**src/rtl/fpu_pkg.sv**
```systemverilog
// fpu_pkg: shared single-precision constants and field helpers for the
// FPU integer/float converters.
//   BIAS, EXP_W, MAN_W : IEEE-754 single exponent bias and field widths
//   FP_ZERO            : +0.0 encoding
//   FP_NEG_2P31        : -2^31, the only negative power of two whose
//                        magnitude needs all 32 integer bits
//   fp_sign/fp_exp/fp_man : slice a packed single into its fields
package fpu_pkg;

  localparam int BIAS  = 127;
  localparam int EXP_W = 8;
  localparam int MAN_W = 23;

  localparam logic [31:0] FP_ZERO     = 32'h0000_0000;
  localparam logic [31:0] FP_NEG_2P31 = 32'hCF00_0000;

  function automatic logic fp_sign(input logic [31:0] w);
    return w[31];
  endfunction

  function automatic logic [EXP_W-1:0] fp_exp(input logic [31:0] w);
    return w[30 -: EXP_W];
  endfunction

  function automatic logic [MAN_W-1:0] fp_man(input logic [31:0] w);
    return w[MAN_W-1:0];
  endfunction

endpackage

```
**src/rtl/lzc32.sv**
```systemverilog
// lzc32: combinational 32-bit leading-zero counter.
//   a    : operand
//   cnt  : number of zeros above the most significant set bit (0..31);
//          reads 0 when a is all zero, so qualify with zero
//   zero : a == 0
module lzc32 (
  input  logic [31:0] a,
  output logic [4:0]  cnt,
  output logic        zero
);

  // Ascending scan: the highest set bit is the last one to write cnt.
  always_comb begin
    cnt = 5'd0;
    for (int i = 0; i < 32; i++) begin
      if (a[i]) cnt = 5'(31 - i);
    end
  end

  assign zero = (a == 32'd0);

endmodule

```
**src/rtl/i2fp_pipe.sv**
```systemverilog
// i2fp_pipe: 32-bit integer (signed or unsigned per transaction) to
// IEEE-754 single, three register stages with valid/ready on both sides.
//   clk, rst               : clock, async active-high reset
//   in_valid/in_ready      : input handshake; in_ready = out_ready | ~out_valid
//   in_num, in_unsigned    : operand and its interpretation
//   out_valid/out_ready    : output handshake
//   out_num, out_inexact   : result, and flag for discarded nonzero bits
// One global advance enable moves every stage together, so a stall
// freezes the whole pipe and empty slots are simply overwritten.
// Build option: define I2FP_ROUND_NEAREST_EN for round-to-nearest-even in
// the last stage; without it the result is truncated toward zero.
module i2fp_pipe
  import fpu_pkg::*;
#(
  parameter int BIAS  = fpu_pkg::BIAS,
  parameter int EXP_W = fpu_pkg::EXP_W,
  parameter int MAN_W = fpu_pkg::MAN_W
) (
  input  logic        clk,
  input  logic        rst,
  input  logic        in_valid,
  output logic        in_ready,
  input  logic [31:0] in_num,
  input  logic        in_unsigned,
  output logic        out_valid,
  input  logic        out_ready,
  output logic [31:0] out_num,
  output logic        out_inexact
);

  localparam int BODY_W = EXP_W + MAN_W;  // {exp, frac}, 31 bits

  typedef struct packed {
    logic        sign;
    logic        zero;
    logic [31:0] mag;
  } s1_t;

  typedef struct packed {
    logic             sign;
    logic             zero;
    logic [EXP_W-1:0] exp;
    logic [31:0]      norm;
  } s2_t;

  typedef struct packed {
    logic [31:0] num;
    logic        inexact;
  } s3_t;

  logic       adv;
  logic [3:1] vld_pipe_d, vld_pipe_q;
  s1_t        s1_d, s1_q;
  s2_t        s2_d, s2_q;
  s3_t        s3_d, s3_q;

  assign adv      = out_ready | ~out_valid;
  assign in_ready = adv;

  assign vld_pipe_d = {vld_pipe_q[2:1], in_valid};

  // S1: sign and magnitude. Negating 0x80000000 wraps to itself, which
  // is exactly the 2^31 magnitude we want.
  always_comb begin
    s1_d      = '0;
    s1_d.sign = in_num[31] & ~in_unsigned;
    s1_d.mag  = s1_d.sign ? (~in_num + 32'd1) : in_num;
    s1_d.zero = (s1_d.mag == 32'd0);
  end

  // S2: normalize so bit 31 is the hidden one.
  logic [4:0] lz;
  logic       lz_zero;

  lzc32 u_lzc (
    .a    (s1_q.mag),
    .cnt  (lz),
    .zero (lz_zero)
  );

  always_comb begin
    s2_d      = '0;
    s2_d.sign = s1_q.sign;
    s2_d.zero = s1_q.zero;
    s2_d.norm = s1_q.mag << lz;
    s2_d.exp  = lz_zero ? '0 : EXP_W'(BIAS + 31 - int'(lz));
  end

  // S3: pack. Carry out of the fraction on rounding runs straight into
  // the exponent because {exp, frac} is incremented as one word; the
  // exponent tops out at 159, so it can never reach all-ones.
  logic [MAN_W-1:0]  frac;
  logic              guard;
  logic              sticky;
  logic [BODY_W-1:0] body;

  always_comb begin
    frac   = s2_q.norm[30 -: MAN_W];
    guard  = s2_q.norm[30-MAN_W];
    sticky = |s2_q.norm[29-MAN_W:0];
    body   = {s2_q.exp, frac};
`ifdef I2FP_ROUND_NEAREST_EN
    if (guard & (sticky | frac[0])) body = body + BODY_W'(1);
`endif
    s3_d         = '0;
    s3_d.num     = s2_q.zero ? FP_ZERO : {s2_q.sign, body};
    s3_d.inexact = ~s2_q.zero & (guard | sticky);
  end

  always_ff @(posedge clk or posedge rst) begin
    if (rst) begin
      vld_pipe_q <= '0;
      s1_q       <= '0;
      s2_q       <= '0;
      s3_q       <= '0;
    end else if (adv) begin
      vld_pipe_q <= vld_pipe_d;
      s1_q       <= s1_d;
      s2_q       <= s2_d;
      s3_q       <= s3_d;
    end
  end

  assign out_valid   = vld_pipe_q[3];
  assign out_num     = s3_q.num;
  assign out_inexact = s3_q.inexact;

endmodule
```
**config.mk**
```make
export PLATFORM = sky130hd
export DESIGN_NAME = i2fp_pipe
export DESIGN_NICKNAME = d
export VERILOG_FILES = /design/src/rtl/fpu_pkg.sv /design/src/rtl/lzc32.sv /design/src/rtl/i2fp_pipe.sv
export SDC_FILE = /design/constraint.sdc
export NUM_CORES = 1
export LEC_CHECK = 0
export BUFFER_PORTS_ARGS = -buffer_cell sky130_fd_sc_hd__buf_4
export CORE_ASPECT_RATIO = 2
export CORE_MARGIN = 3
export CORE_UTILIZATION = 30
export DETAILED_ROUTE_END_ITERATION = 16
export HOLD_SLACK_MARGIN = 0.12
export SLEW_MARGIN = 30
export SYNTH_ARGS = -nofsm -noshare
export SYNTH_HDL_FRONTEND = slang
export SYNTH_SLANG_ARGS = --single-unit
```
**constraint.sdc**
```tcl
create_clock -name clk -period 4.14 [get_ports clk]
set_input_delay 0.621 -clock clk [delete_from_list [all_inputs] [get_ports clk]]
set_output_delay 0.621 -clock clk [all_outputs]
set_load 0.02 [all_outputs]
```
==> impl_metrics.toml, run 1 <==
[outcome]
status = "complete, no violations"

[clock_network]
root_buffer = "clkbuf_16"
cts_setup_buffers = 0
clk_latency_ns = 0.36
cts_buffers = 9
cts.repair.resized = 0
postCtsHoldBufs = 0
clock_path_buffers = 2
htreeDepth = 3
cts_tree = "yes"
cts_sinks = 111
clkSlewWorstSetupHoldPaths_ns = 0.07

[setup_path]
critical_path.max_fanout = 10
cp-end-kind = "register"
crit_path_start_kind = "register"
crit_start = "s1_q[20]$_DFFE_PP0P_"
cp.required_ns = 4.39
r2r_start = "s1_q[20]$_DFFE_PP0P_"
arrival_ns = 3.83
critical_path_class = "reg2reg"

[sta]
setup_violations = 0
maxSlewViolCount = 0
max_freq_ghz = 0.279
rsz0062_at_grt = "no"
skew_ns = 0.00817
slew_headroom_pct = 41.1
fin_crit_sh_pct = 86.6
tightest_slew_ns = 0.884
setup_tns_ns = 0
period_minus_slack_ns = 3.58
hold_viol_final = 0

[grt]
grt_pass1_vias = 7589
antenna_found_initial = 0
grt_usage_pct = 18.6
grt_pass1_wl_um = 41200
grt_max_degree = 90
overflow = 0

[logic_synthesis]
yosys.area.top_type_share_pct = 36.3
ys_seq_area_share_pct = 36.3
syn_area_um2 = 7640
async_flop_share_pct = 100
yosysTopAreaCell = "dfrtp_1"
syn_avg_cell_area_um2 = 7.85
synthDistinctLibCells = 76
synth-edff-count = 0
yosys_warnings = 0
ys.flop_type = "dfrtp_1"
synth_nets = 1013
ys_ff_latch = 111
ys_top_cells_by_area = "dfrtp_1 36%, nand2_1 8.7%, nor2_1 3.9%, nand3b_1 3.4%, clkbuf_1 3.4%"
syn_inst = 974

[routing]
drc = 0
viasPerCell = 5.58
num_vias = 7579
routedWlPerCell_um = 18.8
dr.first_iter.drc_count = 493
wirelength_um = 25600
drtAntennaViolNets = 0
first_pass_iters = 5

[final_layout]
nets = 1057
syn2layout_area_growth_pct = 16.7
final_common_cell = "nand2_1"
drive_above_1_share_pct = 14.8
layout_common_cells = "178 x nand2_1, 112 x buf_4, 111 x dfrtp_1"
fin_area_um2 = 8920
num_antenna_cells = 0

[floorplan]
die_y_um = 232
ios = 72
rows = 82
dieArea_um2 = 27500
die_w_um = 119
start_util_pct = 30.5
core_um2 = 25000

[placement]
dp_hpwl_um = 19800
place_area_um2 = 8620
place_congestion = 0.991
io_buffers = 71

[power]
ir_drop_mv = 0.213
power.density_nw_per_um2 = 625
power_leakage_nw = 3.68
power_mw = 5.57

[job]
drv_cap = 0

[hold_path]
hold_path_class = "in2async"
[flip-flops by register name, indices dropped and copies added (netlist names)]
name	flops
s1_q	34
out_num	32
body	31
s2_q	9
vld_pipe_q	3
guard	1
out_inexact	1
[metal layers]
layer	routed length (um)	vias to the layer above	global-route usage [%]
li1	-	3614	-
met1	9320	3595	19.1
met2	13500	270	34.5
met3	892	100	2.00
met4	1800	0	13.2
met5	0	-	0
[Yosys cell counts (4+ instances only)]
cell	count
o2111ai_1	5
a221o_1	4
mux2i_1	18
nor2_1	79
a21oi_1	45
o211ai_1	13
dfrtp_1	111
a22o_1	5
nor2b_1	6
or2_1	5
nand2b_1	8
xor2_1	16
buf_1	6
nor3b_1	6
o31a_1	4
xnor2_1	15
o21ai_0	48
nand3b_1	35
a22oi_1	15
mux2_2	6
o21ai_1	48
a311oi_1	5
o31ai_1	5
nand3_1	32
a31oi_1	11
clkbuf_1	69
nand4_1	5
inv_1	14
a21o_1	5
o32ai_1	7
a211oi_1	17
or3_1	11
nor4_1	13
nor3_1	20
nand2_1	178
or4_1	7
o22ai_1	4
and3_1	11
[final cells by class]
class	instances	area, um^2
inverter	16	62.6
fill	2723	16100
clock buffer	10	229
tap	336	420
multi-input combinational	768	4520
timing repair buffer	112	841
clock inverter	6	70.1
sequential	111	2780
[metrics by stage]
stage          instances  utilization, %  worst slack [ns]  hold slack [ns]
6_report            1359            35.6             0.556            0.357
5_1_grt             1359            35.6             0.403            0.418
4_1_cts             1359            35.6             0.616            0.391
3_5_place_dp        1343            34.4             0.437            0.457
3_3_place_gp        1343            34.4             0.554            0.449
2_1_floorplan        974               -             0.588            0.430
[report_power, final]
group | switching [mW] | internal (mW) | total [mW]
sequential | 0.393 | 1.49 | 1.88
clock | 0.413 | 0.474 | 0.887
combinational | 1.72 | 1.08 | 2.80
total | 2.52 | 3.05 | 5.57
[worst max-delay path, stage by stage (launching register included)]
cell	delay [ns]
dfrtp_1	0.50
nor4_1	0.70
a21bo_2	0.31
o21ai_1	0.20
nand2_1	0.33
or4_1	0.69
o211ai_1	0.13
mux2_1	0.26
a21oi_1	0.09
a221o_1	0.26
[cells by family (layout without fill, tap and decap cells)]
family | Yosys count | count (layout) | synth area share, %
AO/OA/AOI/OAI | 279 | 279 | 24.0
multiplexers | 27 | 27 | 3.83
AND/OR/NAND/NOR | 429 | 429 | 27.2
flip-flops | 111 | 111 | 36.3
XOR/XNOR | 31 | 31 | 3.55
adder cells (fa/ha/maj) | 2 | 2 | 0.327
buffers and inverters | 95 | 144 | 4.81
[final timing paths]
kind | endpoint | slack, ns | depth (start not counted)
setup reg to reg | body[13]$_DFFE_PP0P_ | 0.56 | 9
min in group clk | out_num[17]$_DFFE_PP0P_ | 0.47 | 2
max in group asynchronous | s1_q[24]$_DFFE_PP0P_ | 2.93 | 3
hold / removal | vld_pipe_q[3]$_DFFE_PP0P_ | 0.36 | 2
hold reg to reg | out_num[17]$_DFFE_PP0P_ | 0.47 | 2
setup / recovery | body[13]$_DFFE_PP0P_ | 0.56 | 9
(Power assumes the default switching activity.)
==> run 2, diff against run 1 <==
--- a/config.mk
+++ b/config.mk
@@ -16,2 +16,3 @@
 export SYNTH_HDL_FRONTEND = slang
 export SYNTH_SLANG_ARGS = --single-unit
+export TNS_END_PERCENT = 30
==> constraint.sdc (replaced) <==
create_clock -name clk -period 3.9 [get_ports clk]
set_input_delay 0.585 -clock clk [delete_from_list [all_inputs] [get_ports clk]]
set_output_delay 0.585 -clock clk [all_outputs]
set_load 0.005 [all_outputs]
==> run 2 against run 1 <==
  * Sequential power grew 6%
  * Flip-flop and latch count stayed put
  * Critical path depth up 1
  * Core utilization increased by 0.17 points
  * Critical path type unchanged
==> impl_metrics.toml, run 2 (synthesis results as in run 1) <==
[floorplan]
core_um2 = 25000
start_util_pct = 30.5
die_y_um = 232
ios = 72
dieArea_um2 = 27500
die_w_um = 119
rows = 82

[sta]
slew_headroom_pct = 38.1
maxSlewViolCount = 0
setup_violations = 0
period_minus_slack_ns = 3.43
max_freq_ghz = 0.292
tightest_slew_ns = 0.929
setup_tns_ns = 0
hold_viol_final = 0
fin_crit_sh_pct = 87.9
skew_ns = 0.00753
rsz0062_at_grt = "no"

[setup_path]
slowest_delay_ns = 0.55
cp-end-kind = "register"
critical_path_class = "reg2reg"
arrival_ns = 3.73
cp.required_ns = 4.21
crit_path_start_kind = "register"
critPathSlowestCell = "or4_1"
critical_path.max_fanout = 32
crit_chain = "or4_1 -> o2111a_1 -> o21a_1 -> nor2_1 -> buf_12 -> nand2_1 -> o221a_1 -> mux2_2 -> a211oi_1 -> a221o_1"

[grt]
grt_usage_pct = 18.2
grt_pass1_vias = 7498
overflow = 0
antenna_found_initial = 0
grt_pass1_wl_um = 40300
grt_max_degree = 65

[final_layout]
multiInputGateArea_um2 = 4520
fin_cells = 1362
final_common_cell = "nand2_1"
drive_above_1_share_pct = 15.1
layout_common_cells = "178 x nand2_1, 114 x buf_4, 111 x dfrtp_1"
num_antenna_cells = 0
syn2layout_area_growth_pct = 17.2
seq_area_um2 = 2780
nets = 1060
largest_reg_flops = 34
fin_area_um2 = 8960
fillers = 2685
regMostFlops = "s1_q"

[routing]
drc = 0
routedWlPerCell_um = 18.3
dr.first_iter.drc_count = 484
viasPerCell = 5.53
num_vias = 7535
first_pass_iters = 5
drtAntennaViolNets = 0
wirelength_um = 24900

[clock_network]
root_buffer = "clkbuf_16"
clock_path_buffers = 2
cts.repair.resized = 0
clkSlewWorstSetupHoldPaths_ns = 0.07
postCtsHoldBufs = 0
cts_tree = "yes"
cts_buffers = 9
cts_sinks = 111
htreeDepth = 3
cts_setup_buffers = 0
clk_latency_ns = 0.37

[power]
p_int_mw = 3.25
p_comb_share_pct = 48.6
switching_power_mw = 2.50
power_frac_seq_pct = 34.7
clock_power_share_pct = 16.7
power_leakage_nw = 3.71
power.density_nw_per_um2 = 641
ir_drop_mv = 0.269
swShare_pct = 43.5

[placement]
place_congestion = 0.962
place_inst = 1346
io_buffers = 71
place_area_um2 = 8650
dp_hpwl_um = 19100

[hold_path]
hold_path_class = "in2async"

[outcome]
status = "complete, no violations"

[job]
drv_cap = 0
## run 2: cell types whose count changed in the layout (fill, tap and decap cells not counted)
cell | previous run | this run
clkbuf_1 | 1 | 0
clkinv_2 | 1 | 0
buf_4 | 112 | 114
buf_12 | 0 | 1
clkinv_4 | 1 | 3
## run 2: critical path, delay by kind of cell (launching register included)
kind            cells  cell delay (ns)
compound gates      5             1.45
buf+inv             1             0.21
flops               1             0.52
simple gates        3             0.86
mux                 1             0.31
## run 2: final timing paths
check | from | endpoint | slack (ns) | cells past startpoint
setup / recovery | s1_q[5]$_DFFE_PP0P_ | body[22]$_DFFE_PP0P_ | 0.47 | 10
hold / removal | rst | out_num[27]$_DFFE_PP0P_ | 0.29 | 2
setup reg to reg | s1_q[5]$_DFFE_PP0P_ | body[22]$_DFFE_PP0P_ | 0.47 | 10
hold reg to reg | out_num[20]$_DFFE_PP0P_ | out_num[20]$_DFFE_PP0P_ | 0.47 | 2
max in group asynchronous | rst | s1_q[26]$_DFFE_PP0P_ | 2.62 | 3
min in group clk | in_valid | vld_pipe_q[1]$_DFFE_PP0P_ | 0.43 | 3
## run 2: power groups by stage
| stage | registers (mW) | logic [mW] | clock network [mW] |
|---|---|---|---|
| 2_1_floorplan | 1.84 | 1.79 | 0 |
| 3_3_place_gp | 2.00 | 2.75 | 0 |
| 3_5_place_dp | 2.01 | 2.77 | 0 |
| 4_1_cts | 1.99 | 2.78 | 0.982 |
| 5_1_grt | 2.06 | 3.07 | 1.03 |
| 6_report | 1.99 | 2.79 | 0.961 |
## run 2: metrics by stage
step           power [mW]  worst slack [ns]  hold slack (ns)  util (%)
3_5_place_dp         4.79             0.292            0.453      34.6
4_1_cts              5.75             0.536            0.324      35.8
3_3_place_gp         4.75             0.332            0.448      34.6
6_report             5.75             0.473            0.290      35.8
2_1_floorplan        3.63             0.384            0.430         -
5_1_grt              6.15             0.219            0.341      35.8
## run 2: cell type report
| cell class | instances | area share, % |
|---|---|---|
| clock buffers | 9 | 2.51 |
| clock inverters | 7 | 0.922 |
| inverters | 16 | 0.698 |
| multi-input cells | 768 | 50.4 |
| flip-flops and latches | 111 | 31.0 |
| well taps | 336 | 4.69 |
| repair buffers | 115 | 9.78 |
## run 2: per-layer routing
layer | GRT usage [%] | vias up | wire [um]
met5 | 0 | - | 0
met4 | 13.1 | 0 | 1850
met3 | 2.19 | 103 | 986
met2 | 32.4 | 256 | 12900
met1 | 19.8 | 3551 | 9180
li1 | - | 3625 | -
